### config.mk
export PLATFORM = sky130hd
export DESIGN_NAME = fetch_sequencer_flat
export DESIGN_NICKNAME = d
export VERILOG_FILES = /design/src/rtl/fetch_sequencer_pkg.sv /design/src/rtl/fetch_sequencer_if.sv /design/src/rtl/fetch_sequencer_return_stack.sv /design/src/rtl/fetch_sequencer.sv /design/src/flat_wrapper.sv
export SDC_FILE = /design/constraint.sdc
export NUM_CORES = 1
export LEC_CHECK = 0
export CORE_AREA = 2 2 171 173
export CTS_BUF_LIST = sky130_fd_sc_hd__clkbuf_8
export DETAILED_ROUTE_END_ITERATION = 6
export DIE_AREA = 0 0 173 175
export SLEW_MARGIN = 20
export SYNTH_ARGS = -nofsm -noshare
export SYNTH_HDL_FRONTEND = slang
export SYNTH_SLANG_ARGS = --single-unit
### constraint.sdc
create_clock -name clk -period 3.4 [get_ports clk]
set_input_delay 0.85 -clock clk [delete_from_list [all_inputs] [get_ports clk]]
set_output_delay 0.85 -clock clk [all_outputs]
set_load 0.02 [all_outputs]
### src/rtl/fetch_sequencer_pkg.sv
// Shared definitions for the fetch sequencer: PC source encodings, FSM state
// type and default sizing.
package fetch_sequencer_pkg;

  // Next-PC source select driven to Fetch
  localparam logic [1:0] PC_SEQ    = 2'b00;
  localparam logic [1:0] PC_JUMP   = 2'b01;
  localparam logic [1:0] PC_BRANCH = 2'b10;
  localparam logic [1:0] PC_STACK  = 2'b11;

  localparam int DEF_STACK_DEPTH = 8;
  localparam int DEF_ADDR_W      = 32;

  typedef enum logic [1:0] {
    ST_IDLE     = 2'b00,
    ST_RUN      = 2'b01,
    ST_REDIRECT = 2'b10,
    ST_FAULT    = 2'b11
  } state_t;

endpackage

### src/rtl/fetch_sequencer_if.sv
// Request/response bundle between the pipeline (master) and the fetch
// sequencer (slave). Optional counters appear when FETCH_SEQ_PERF_EN is defined.
interface fetch_sequencer_if #(
  parameter int ADDR_W = 32
);
  logic              stall;
  logic              dec_valid;
  logic              dec_jump;
  logic              dec_call;
  logic              dec_ret;
  logic [ADDR_W-1:0] dec_ret_addr;
  logic              ex_branch_taken;
  logic [1:0]        PCsrc;
  logic [ADDR_W-1:0] PCstack;
  logic              pc_en;
  logic              flush;
  logic              fault;
`ifdef FETCH_SEQ_PERF_EN
  logic [31:0]       redirect_cnt;
  logic [31:0]       stall_cnt;
`endif

  modport master (
    output stall, dec_valid, dec_jump, dec_call, dec_ret, dec_ret_addr, ex_branch_taken,
    input  PCsrc, PCstack, pc_en, flush, fault
`ifdef FETCH_SEQ_PERF_EN
    , input redirect_cnt, stall_cnt
`endif
  );

  modport slave (
    input  stall, dec_valid, dec_jump, dec_call, dec_ret, dec_ret_addr, ex_branch_taken,
    output PCsrc, PCstack, pc_en, flush, fault
`ifdef FETCH_SEQ_PERF_EN
    , output redirect_cnt, stall_cnt
`endif
  );
endinterface

### src/rtl/fetch_sequencer_return_stack.sv
// Hardware call/return LIFO. Top is visible combinationally as entry[sp-1]
// and reads zero when empty. Push on full and pop on empty are ignored.
module return_stack
  import fetch_sequencer_pkg::*;
#(
  parameter int DEPTH  = DEF_STACK_DEPTH,
  parameter int ADDR_W = DEF_ADDR_W
) (
  input  logic              clk_i,
  input  logic              rst_n_i,
  input  logic              push_i,
  input  logic              pop_i,
  input  logic [ADDR_W-1:0] data_i,
  output logic              full_o,
  output logic              empty_o,
  output logic [ADDR_W-1:0] top_o
);
  localparam int IDX_W = $clog2(DEPTH);
  localparam int SP_W  = IDX_W + 1;
  localparam logic [SP_W-1:0]  SP_ONE  = SP_W'(1);
  localparam logic [SP_W-1:0]  SP_FULL = SP_W'(DEPTH);
  localparam logic [IDX_W-1:0] IDX_ONE = IDX_W'(1);

  logic [SP_W-1:0]   sp_q, sp_d;
  logic [ADDR_W-1:0] mem_q [DEPTH];
  logic [IDX_W-1:0]  top_idx_s;

  assign full_o    = (sp_q == SP_FULL);
  assign empty_o   = (sp_q == '0);
  assign top_idx_s = sp_q[IDX_W-1:0] - IDX_ONE;
  assign top_o     = empty_o ? '0 : mem_q[top_idx_s];

  // Stack pointer next-state: push and pop never wrap past the ends
  always_comb begin
    sp_d = sp_q;
    if (push_i && !full_o) begin
      sp_d = sp_q + SP_ONE;
    end else if (pop_i && !empty_o) begin
      sp_d = sp_q - SP_ONE;
    end else begin
      sp_d = sp_q;
    end
  end

  // Stack pointer register; reset empties the stack
  always_ff @(posedge clk_i or negedge rst_n_i) begin
    if (!rst_n_i) begin
      sp_q <= '0;
    end else begin
      sp_q <= sp_d;
    end
  end

  // Entry storage written at the current free slot on push
  always_ff @(posedge clk_i or negedge rst_n_i) begin
    if (!rst_n_i) begin
      for (int i = 0; i < DEPTH; i++) mem_q[i] <= '0;
    end else if (push_i && !full_o) begin
      mem_q[sp_q[IDX_W-1:0]] <= data_i;
    end
  end
endmodule

### src/rtl/fetch_sequencer.sv
// Fetch sequencer: arbitrates branch/call/ret/jump redirects, gates PC update,
// issues flushes and owns the return stack. Optional performance counters are
// built when FETCH_SEQ_PERF_EN is defined.
module fetch_sequencer
  import fetch_sequencer_pkg::*;
#(
  parameter int STACK_DEPTH = DEF_STACK_DEPTH,
  parameter int ADDR_W      = DEF_ADDR_W
) (
  input logic              clk,
  input logic              reset,
  fetch_sequencer_if.slave bus
);
  state_t            state_q, state_d;
  logic [1:0]        pcsrc_s;
  logic              pc_en_s;
  logic              flush_s;
  logic              push_s;
  logic              pop_s;
  logic              full_s;
  logic              empty_s;
  logic [ADDR_W-1:0] top_s;

  return_stack #(.DEPTH(STACK_DEPTH), .ADDR_W(ADDR_W)) u_stack (
    .clk_i   (clk),
    .rst_n_i (reset),
    .push_i  (push_s),
    .pop_i   (pop_s),
    .data_i  (bus.dec_ret_addr),
    .full_o  (full_s),
    .empty_o (empty_s),
    .top_o   (top_s)
  );

  // FSM state register
  always_ff @(posedge clk or negedge reset) begin
    if (!reset) begin
      state_q <= ST_IDLE;
    end else begin
      state_q <= state_d;
    end
  end

  // Redirect arbitration: taken branch > stall > call > ret > jump > sequential
  always_comb begin
    state_d = state_q;
    pcsrc_s = PC_SEQ;
    pc_en_s = 1'b0;
    flush_s = 1'b0;
    push_s  = 1'b0;
    pop_s   = 1'b0;
    case (state_q)
      ST_IDLE: begin
        state_d = ST_RUN;
      end
      ST_RUN: begin
        if (bus.ex_branch_taken) begin
          pcsrc_s = PC_BRANCH;
          pc_en_s = 1'b1;
          flush_s = 1'b1;
          state_d = ST_REDIRECT;
        end else if (bus.stall) begin
          pc_en_s = 1'b0;
        end else if (bus.dec_valid && bus.dec_call) begin
          if (full_s) begin
            state_d = ST_FAULT;
          end else begin
            push_s  = 1'b1;
            pcsrc_s = PC_JUMP;
            pc_en_s = 1'b1;
            state_d = ST_REDIRECT;
          end
        end else if (bus.dec_valid && bus.dec_ret) begin
          if (empty_s) begin
            state_d = ST_FAULT;
          end else begin
            pop_s   = 1'b1;
            pcsrc_s = PC_STACK;
            pc_en_s = 1'b1;
            state_d = ST_REDIRECT;
          end
        end else if (bus.dec_valid && bus.dec_jump) begin
          pcsrc_s = PC_JUMP;
          pc_en_s = 1'b1;
          state_d = ST_REDIRECT;
        end else begin
          pc_en_s = 1'b1;
        end
      end
      ST_REDIRECT: begin
        // Wrong-path fetch is killed; decode requests are not acted on here
        flush_s = 1'b1;
        if (bus.ex_branch_taken) begin
          pcsrc_s = PC_BRANCH;
          pc_en_s = 1'b1;
          state_d = ST_REDIRECT;
        end else begin
          pc_en_s = !bus.stall;
          state_d = ST_RUN;
        end
      end
      ST_FAULT: begin
        flush_s = 1'b1;
        state_d = ST_FAULT;
      end
      default: begin
        state_d = ST_IDLE;
      end
    endcase
  end

  assign bus.PCsrc   = pcsrc_s;
  assign bus.pc_en   = pc_en_s;
  assign bus.flush   = flush_s;
  assign bus.fault   = (state_q == ST_FAULT);
  assign bus.PCstack = top_s;

`ifdef FETCH_SEQ_PERF_EN
  logic [31:0] redirect_cnt_q;
  logic [31:0] stall_cnt_q;
  logic        active_s;

  assign active_s = (state_q == ST_RUN) || (state_q == ST_REDIRECT);

  // Event counters: redirect entries and stalled active cycles, free-running wrap
  always_ff @(posedge clk or negedge reset) begin
    if (!reset) begin
      redirect_cnt_q <= 32'd0;
      stall_cnt_q    <= 32'd0;
    end else begin
      if (active_s && (state_d == ST_REDIRECT)) begin
        redirect_cnt_q <= redirect_cnt_q + 32'd1;
      end
      if (active_s && bus.stall && !bus.ex_branch_taken) begin
        stall_cnt_q <= stall_cnt_q + 32'd1;
      end
    end
  end

  assign bus.redirect_cnt = redirect_cnt_q;
  assign bus.stall_cnt    = stall_cnt_q;
`endif
endmodule
### src/flat_wrapper.sv
// flat-port wrapper written by rule: the top's interface ports become plain ports
module fetch_sequencer_flat import fetch_sequencer_pkg::*;
#(
  parameter int STACK_DEPTH = DEF_STACK_DEPTH,
  parameter int ADDR_W      = DEF_ADDR_W
)
  (clk, reset, bus_stall, bus_dec_valid, bus_dec_jump, bus_dec_call, bus_dec_ret, bus_dec_ret_addr, bus_ex_branch_taken, bus_PCsrc, bus_PCstack, bus_pc_en, bus_flush, bus_fault);
  fetch_sequencer_if #(.ADDR_W(ADDR_W)) bus_i ();
  input logic clk;
  input logic reset;
  input wire logic [$bits(bus_i.stall)-1:0] bus_stall;
  input wire logic [$bits(bus_i.dec_valid)-1:0] bus_dec_valid;
  input wire logic [$bits(bus_i.dec_jump)-1:0] bus_dec_jump;
  input wire logic [$bits(bus_i.dec_call)-1:0] bus_dec_call;
  input wire logic [$bits(bus_i.dec_ret)-1:0] bus_dec_ret;
  input wire logic [$bits(bus_i.dec_ret_addr)-1:0] bus_dec_ret_addr;
  input wire logic [$bits(bus_i.ex_branch_taken)-1:0] bus_ex_branch_taken;
  output wire logic [$bits(bus_i.PCsrc)-1:0] bus_PCsrc;
  output wire logic [$bits(bus_i.PCstack)-1:0] bus_PCstack;
  output wire logic [$bits(bus_i.pc_en)-1:0] bus_pc_en;
  output wire logic [$bits(bus_i.flush)-1:0] bus_flush;
  output wire logic [$bits(bus_i.fault)-1:0] bus_fault;
  assign bus_i.stall = bus_stall;
  assign bus_i.dec_valid = bus_dec_valid;
  assign bus_i.dec_jump = bus_dec_jump;
  assign bus_i.dec_call = bus_dec_call;
  assign bus_i.dec_ret = bus_dec_ret;
  assign bus_i.dec_ret_addr = bus_dec_ret_addr;
  assign bus_i.ex_branch_taken = bus_ex_branch_taken;
  assign bus_PCsrc = bus_i.PCsrc;
  assign bus_PCstack = bus_i.PCstack;
  assign bus_pc_en = bus_i.pc_en;
  assign bus_flush = bus_i.flush;
  assign bus_fault = bus_i.fault;
  fetch_sequencer #(.STACK_DEPTH(STACK_DEPTH), .ADDR_W(ADDR_W)) u_core (.clk(clk), .reset(reset), .bus(bus_i));
endmodule
==> results.sh <==
export IMPL_synth_largest_area_cell="dfrtp_1"
export IMPL_grt_total_usage_pct=20.8
export IMPL_ant_nets=0
export IMPL_initial_core_util_pct=44.6
export IMPL_cts_made_buffers=44
export IMPL_fin_crit_ps=3310
export IMPL_synth_avg_cell_area_sq_um=15.8
export IMPL_grt_pass1_vias=8369
export IMPL_synth_top_area_share_pct=51.7
export IMPL_cp_required_ps=2550
export IMPL_startpoint="bus_dec_ret"
export IMPL_startpoint_type="input port"
export IMPL_port_buffers=76
export IMPL_ys_seq_area_share_pct=51.7
export IMPL_syn_area_sq_um=12700
export IMPL_setup_slack_ps=94.7
export IMPL_rr_startpoint="u_core.state_q[1]$_DFFE_PN0P_"
export IMPL_cts_buffer_depth=3
export IMPL_p_per_area_nw_per_um2=729
export IMPL_rsz0062_at_grt="false"
export IMPL_relSlewSlack_pct=47.8
export IMPL_clkTransAtPathRegs_ps=60
export IMPL_fin_cells=1321
export IMPL_die_x_um=173
export IMPL_cts_tree="built"
export IMPL_multi_input_area_sq_um=5780
export IMPL_nFillCells=2309
export IMPL_synth_async_reset_ratio_pct=100
export IMPL_maxCapViolations=0
export IMPL_worst_pin_slew_ps=782
export IMPL_cts_root_buf="clkbuf_8"
export IMPL_finalWeightedCongestion=0.813
export IMPL_drive_gt1_share_pct=40.1
export IMPL_ir_drop_uv=554
export IMPL_cp_end_kind="primary output"
export IMPL_antennaDiodeCount=0
export IMPL_nets=952
export IMPL_drt_iter0_drc=350
export IMPL_synthDistinctLibCells=39
export IMPL_seqCellArea_sq_um=6560
export IMPL_via_per_inst=5.50
export IMPL_drc_errors=0
export IMPL_hold_path_class="input port to async pin"
export IMPL_path_max_fanout=6
export IMPL_ys_seq_elements=262
export IMPL_synth_area_leaders="dfrtp_1, mux2_4, mux4_2"
export IMPL_yosys_warnings=0
export IMPL_rows=62
export IMPL_htreeDepth=2
export IMPL_synth_common_cells="dfrtp_1, mux2_4, mux2_1, nand2_1, mux4_2"
export IMPL_cp_data_arrival_time_ps=2460
export IMPL_finalHoldViolations=0
export IMPL_fin_crit_sh_pct=97.2
export IMPL_antenna_found_initial=0
export IMPL_place_inst=1235
export IMPL_dpl_hpwl_um=16400
export IMPL_leakagePower_uw=0.00752
export IMPL_wl_per_cell_um=23.0
export IMPL_ctsHoldBuffers=0
export IMPL_vias=7259
export IMPL_setup_viol=0
export IMPL_path_class="input port to primary output"
export IMPL_worst_clock_skew_ps=11.4
export IMPL_timing_fmax_ghz=0.303
export IMPL_grt_pass1_wl_um=48800
export IMPL_synthCells=804
export IMPL_grt_max_degree=94
export IMPL_dieArea_sq_um=30300
export IMPL_yosys_cell_count_top_type="dfrtp_1"
export IMPL_status="finished, final reports clean"
export IMPL_core_area_sq_um=28400
export IMPL_syn_num_nets=852
export IMPL_fp_dieH_um=175
export IMPL_syn2layout_area_growth_pct=18.7
export IMPL_synth_ff_type="dfrtp_1"
export IMPL_pre_cts_slack_ps=-131
export IMPL_maxSlewViolCount=0
export IMPL_pin_count=77
export IMPL_finish_utilization_pct=53.0
export IMPL_routed_wl_um=30300
export IMPL_overflow=0
export IMPL_synth_edff_count=0
export IMPL_cts_num_sinks=262
export IMPL_clock_latency_ps=550
export IMPL_first_pass_iters=4
-- timing repair --
item                                    CTS  global route
endpoints found under the setup margin   35            32
buffers inserted                          1             1
endpoints found under the hold margin     0             0
resized for setup                        86            13
pin swaps                                 0             1
gates cloned                              4             1
-- per-stage QoR --
stage	hold WS (ps)	area [sq um]	total power, uW	setup TNS, ps
4_1_cts	340	15000	11100	-765
6_report	304	15000	11000	0
3_5_place_dp	481	13900	7840	-131
5_1_grt	351	15000	11500	0
2_1_floorplan	459	12700	6260	0
3_3_place_gp	468	13900	7680	0
-- state kept, by name (all words and copies together) (netlist names) --
register / count
u_core.u_stack.sp_q: 4
u_core.u_stack.mem_q: 256
u_core.state_q: 2
-- power by group --
part | leakage (uW) | total, uW | internal, uW | switching (uW)
Sequential | 0.00361 | 3960 | 3640 | 319
Combinational | 0.00340 | 4240 | 2020 | 2210
Clock | 0.000517 | 2780 | 1530 | 1250
-- metal layers --
metal  GRT usage [%]  wire length, um  vias to the layer above
li1                -                -                     3162
met1            27.3            13300                     3894
met2            35.1            15100                      154
met3            4.16             1250                       49
met4            6.25              670                        0
met5               0                0                        -
-- kinds of logic (layout without fill, tap and decap cells) --
kind of cell    count (synthesis)  count (layout)  synth area share, %
compound gates                 50              50                 2.20
fa+ha+maj                       8               8                0.849
xor+xnor                        5               5                0.346
buf+inv                        61             194                 3.39
mux                           323             323                 37.9
flops                         262             262                 51.7
simple gates                   95              95                 3.56
-- placed cells by master, fill, tap and decap left out, types with 3 or more instances in the layout --
cell / count
mux2_4: 120
buf_6: 3
mux2_2: 46
a211oi_1: 3
buf_16: 6
mux2_1: 92
or3_2: 4
a21oi_2: 5
buf_4: 10
nand2_1: 66
nand3_2: 5
buf_12: 13
nor2b_1: 3
clkdlybuf4s50_1: 40
ha_1: 6
dlygate4sd2_1: 14
a21oi_1: 32
inv_1: 16
clkinv_2: 8
clkdlybuf4s15_2: 17
mux4_2: 64
dfrtp_1: 261
clkbuf_8: 58
nand4_1: 3
nor2_1: 4
-- area by class of cell --
type,instances,share of cell area [%]
clock buffers,58,5.31
clock inverters,21,0.624
inverters,6,0.150
multi-input cells,481,38.4
flip-flops and latches,262,43.6
well taps,384,3.19
repair buffers,109,8.73
-- final timing paths --
kind | slack [ps] | endpoint | cells past startpoint
worst min-delay path | 300 | u_core.state_q[0]$_DFFE_PN0P_ | 1
worst max-delay path | 90 | bus_pc_en | 6
min in group clk | 490 | u_core.u_stack.mem_q[200]$_DFFE_PN0P_ | 1
worst min register to register | 490 | u_core.u_stack.mem_q[200]$_DFFE_PN0P_ | 1
worst max register to register | 950 | u_core.u_stack.sp_q[3]$_DFFE_PN0P_ | 9
max in group asynchronous | 2090 | u_core.u_stack.mem_q[222]$_DFFE_PN0P_ | 2
-- worst max-delay path, stage by stage --
cell and delay (ps):
clkdlybuf4s50_1 590, nand2b_1 80, o21ai_1 210, a41oi_1 180, o21a_1 220, dlygate4sd2_1 330
Power figures use the tool's default switching activity.
==> edit: new RTL, config.mk and constraints unchanged <==
`DEF_ADDR_W`: 32 -> 36.
--- a/src/rtl/fetch_sequencer_pkg.sv
+++ b/src/rtl/fetch_sequencer_pkg.sv
@@ -9,7 +9,7 @@
   localparam logic [1:0] PC_STACK  = 2'b11;
 
   localparam int DEF_STACK_DEPTH = 8;
-  localparam int DEF_ADDR_W      = 32;
+  localparam int DEF_ADDR_W      = 36;
 
   typedef enum logic [1:0] {
     ST_IDLE     = 2'b00,
Interface: changed (resized bus_PCstack and bus_dec_ret_addr); port bits go from 77 to 85. No check against the original RTL was run, so the function may have changed too.
==> edit against the unedited design <==
Final cell count rose by 11%; power is 17% higher; sequential cell count rose by 32; synthesized area grew 8.1%; worst setup slack worse by 0.037 ns; cell area grew 11%; routed wire length rose by 11%; critical endpoint is now bus_PCstack[8]; largest power group unchanged.
==> edit: results (changes against the unedited design) <==
Max-slew headroom - 0.580 (+0.102)
Total GRT Usage - 0.229 (+0.0204)
via count - 8216 (+13%)
share of cells above drive strength 1 - 0.554 (+0.153)
Final WS setup - 0.0580 ns (-0.0367 ns)
status - finished clean
first-pass GRT wire length - 53.1 mm (+8.8%)
Hold Slack - 0.264 ns (-0.0406 ns)
number of instances in the placed design - 1357 (+9.9%)
Worst path slowest cell - dfrtp_4
max reg flops - 288 (+13%)
Crit Path Max Fanout - 11 (+5)
Inverters excl. clock - 8 (+2)
Hold Crit Class - in -> async
Routed WL per cell - 23.1 um (+0.39%)
Final nets - 1092 (+15%)
Setup WS pre-CTS - -0.265 ns (-0.134 ns)
largest registers - u_core.u_stack.mem_q x288, u_core.u_stack.sp_q x4, u_core.state_q x2
Reg area - 7360 um2 (+12%)
Final GP Congestion - 0.788 (-3.1%)
crit-path max cell delay - 0.50 ns (-0.09 ns)
DRT iter0 DRCs - 443 (+27%)
Post-DP HPWL - 19.5 mm (+19%)
multi-input combinational cell area - 6210 um2 (+7.5%)
Pleak - 8.09 nW (+7.6%)
Final Skew - 0.0223 ns (+0.0108 ns)
Crit path max-delay family - buffers and inverters
Vias/cell - 5.61 (+2.1%)
Multi-Input Combinational - 538 (+12%)
number of CTS-inserted buffers - 51 (+16%)
PortBufs - 84 (+11%)
largest net degree at the start of global routing - 75 (-20%)
placed inst area - 15500 um2 (+11%)
crit path DAT - 2.49 ns (+0.03 ns)
Area Growth Syn to Fin - 22.1%
vias in the first global route - 9131 (+9.1%)
# clk buffers - 69 (+19%)
clock-pin slew on the worst setup and hold paths - 0.07 ns
synthesized area - 13700 um2 (+8.1%)
antenna violations before repair - 1 (+1)
buffers inserted by post-CTS timing repair - 9 (+8)
most frequent cells after synthesis - dfrtp_1, mux2_2, nand2_1
worst skew pair latency - 0.57 ns (+0.02 ns)
post-CTS sizing - 112 (+30%)
worst reg2reg setup slack - 0.54 ns (-0.41 ns)
fillers - 2270 (-1.7%)
ClkCell Share - 0.0669 (+0.00757)
sequential element share of the synthesized area - 0.537 (+0.0195)
cells taking the most area after synthesis - dfrtp_1, mux2_2, mux4_2
H-tree levels - 2 (unchanged)
final-layout non-clock buffer area share - 0.0912 (+0.00393)
synth warn - 0 (unchanged)
Cells after Synth - 895 (+11%)
Peak VDD IR - 0.352 mV (-37%)
Synth cell types - 46 (+18%)
sequential cell count - 294 (+12%)
Signal buffers - 147 (+35%)
Syn Nets - 947 (+11%)
edit: cell count changes after synthesis, moves of 8 or more:
| cell | change |
|---|---|
| nand2_1 | +10 |
| mux2_1 | -87 |
| dfrtp_1 | +32 |
| mux2_4 | -90 |
| mux2_2 | +208 |
| mux4_2 | +8 |
edit: routing by layer:
| layer | wire length, um | vias to the layer above | global-route usage |
|---|---|---|---|
| li1 | - | 3592 | - |
| met4 | 587 | 2 | 0.0579 |
| met5 | 11 | - | 0 |
| met1 | 14800 | 4401 | 0.303 |
| met2 | 16900 | 161 | 0.393 |
| met3 | 1450 | 60 | 0.0398 |
edit: path summary, 6_finish.rpt:
check / cells past startpoint / to / from
worst max-delay path: 8 / bus_PCstack[8] / u_core.u_stack.sp_q[0]
worst min-delay path: 1 / u_core.state_q[1] / reset
worst max register to register: 9 / u_core.u_stack.sp_q[3] / u_core.state_q[1]
worst min register to register: 1 / u_core.u_stack.mem_q[182] / u_core.u_stack.mem_q[182]
max in group asynchronous: 2 / u_core.u_stack.mem_q[281] / reset
min in group clk: 1 / u_core.u_stack.mem_q[182] / u_core.u_stack.mem_q[182]
edit: logic make-up (layout without fill, tap and decap cells):
group                      count (synthesis)  in the layout  share of synthesized area
AOI/OAI and AO/OA                         52             52                     0.0213
xor gates and xnor gates                   5              5                    0.00320
adders and majority gates                  8              8                    0.00785
buffers and inverters                     63            249                     0.0256
DFF                                      294            294                      0.537
muxes                                    363            363                      0.365
and+or+nand+nor                          110            110                     0.0399
edit: where the power goes:
group	internal [W]	leakage [nW]	switching, W
sequential	0.00411	4.04	0.000339
combinational	0.00245	3.42	0.00247
clock	0.00197	0.631	0.00147
total	0.00853	8.09	0.00428
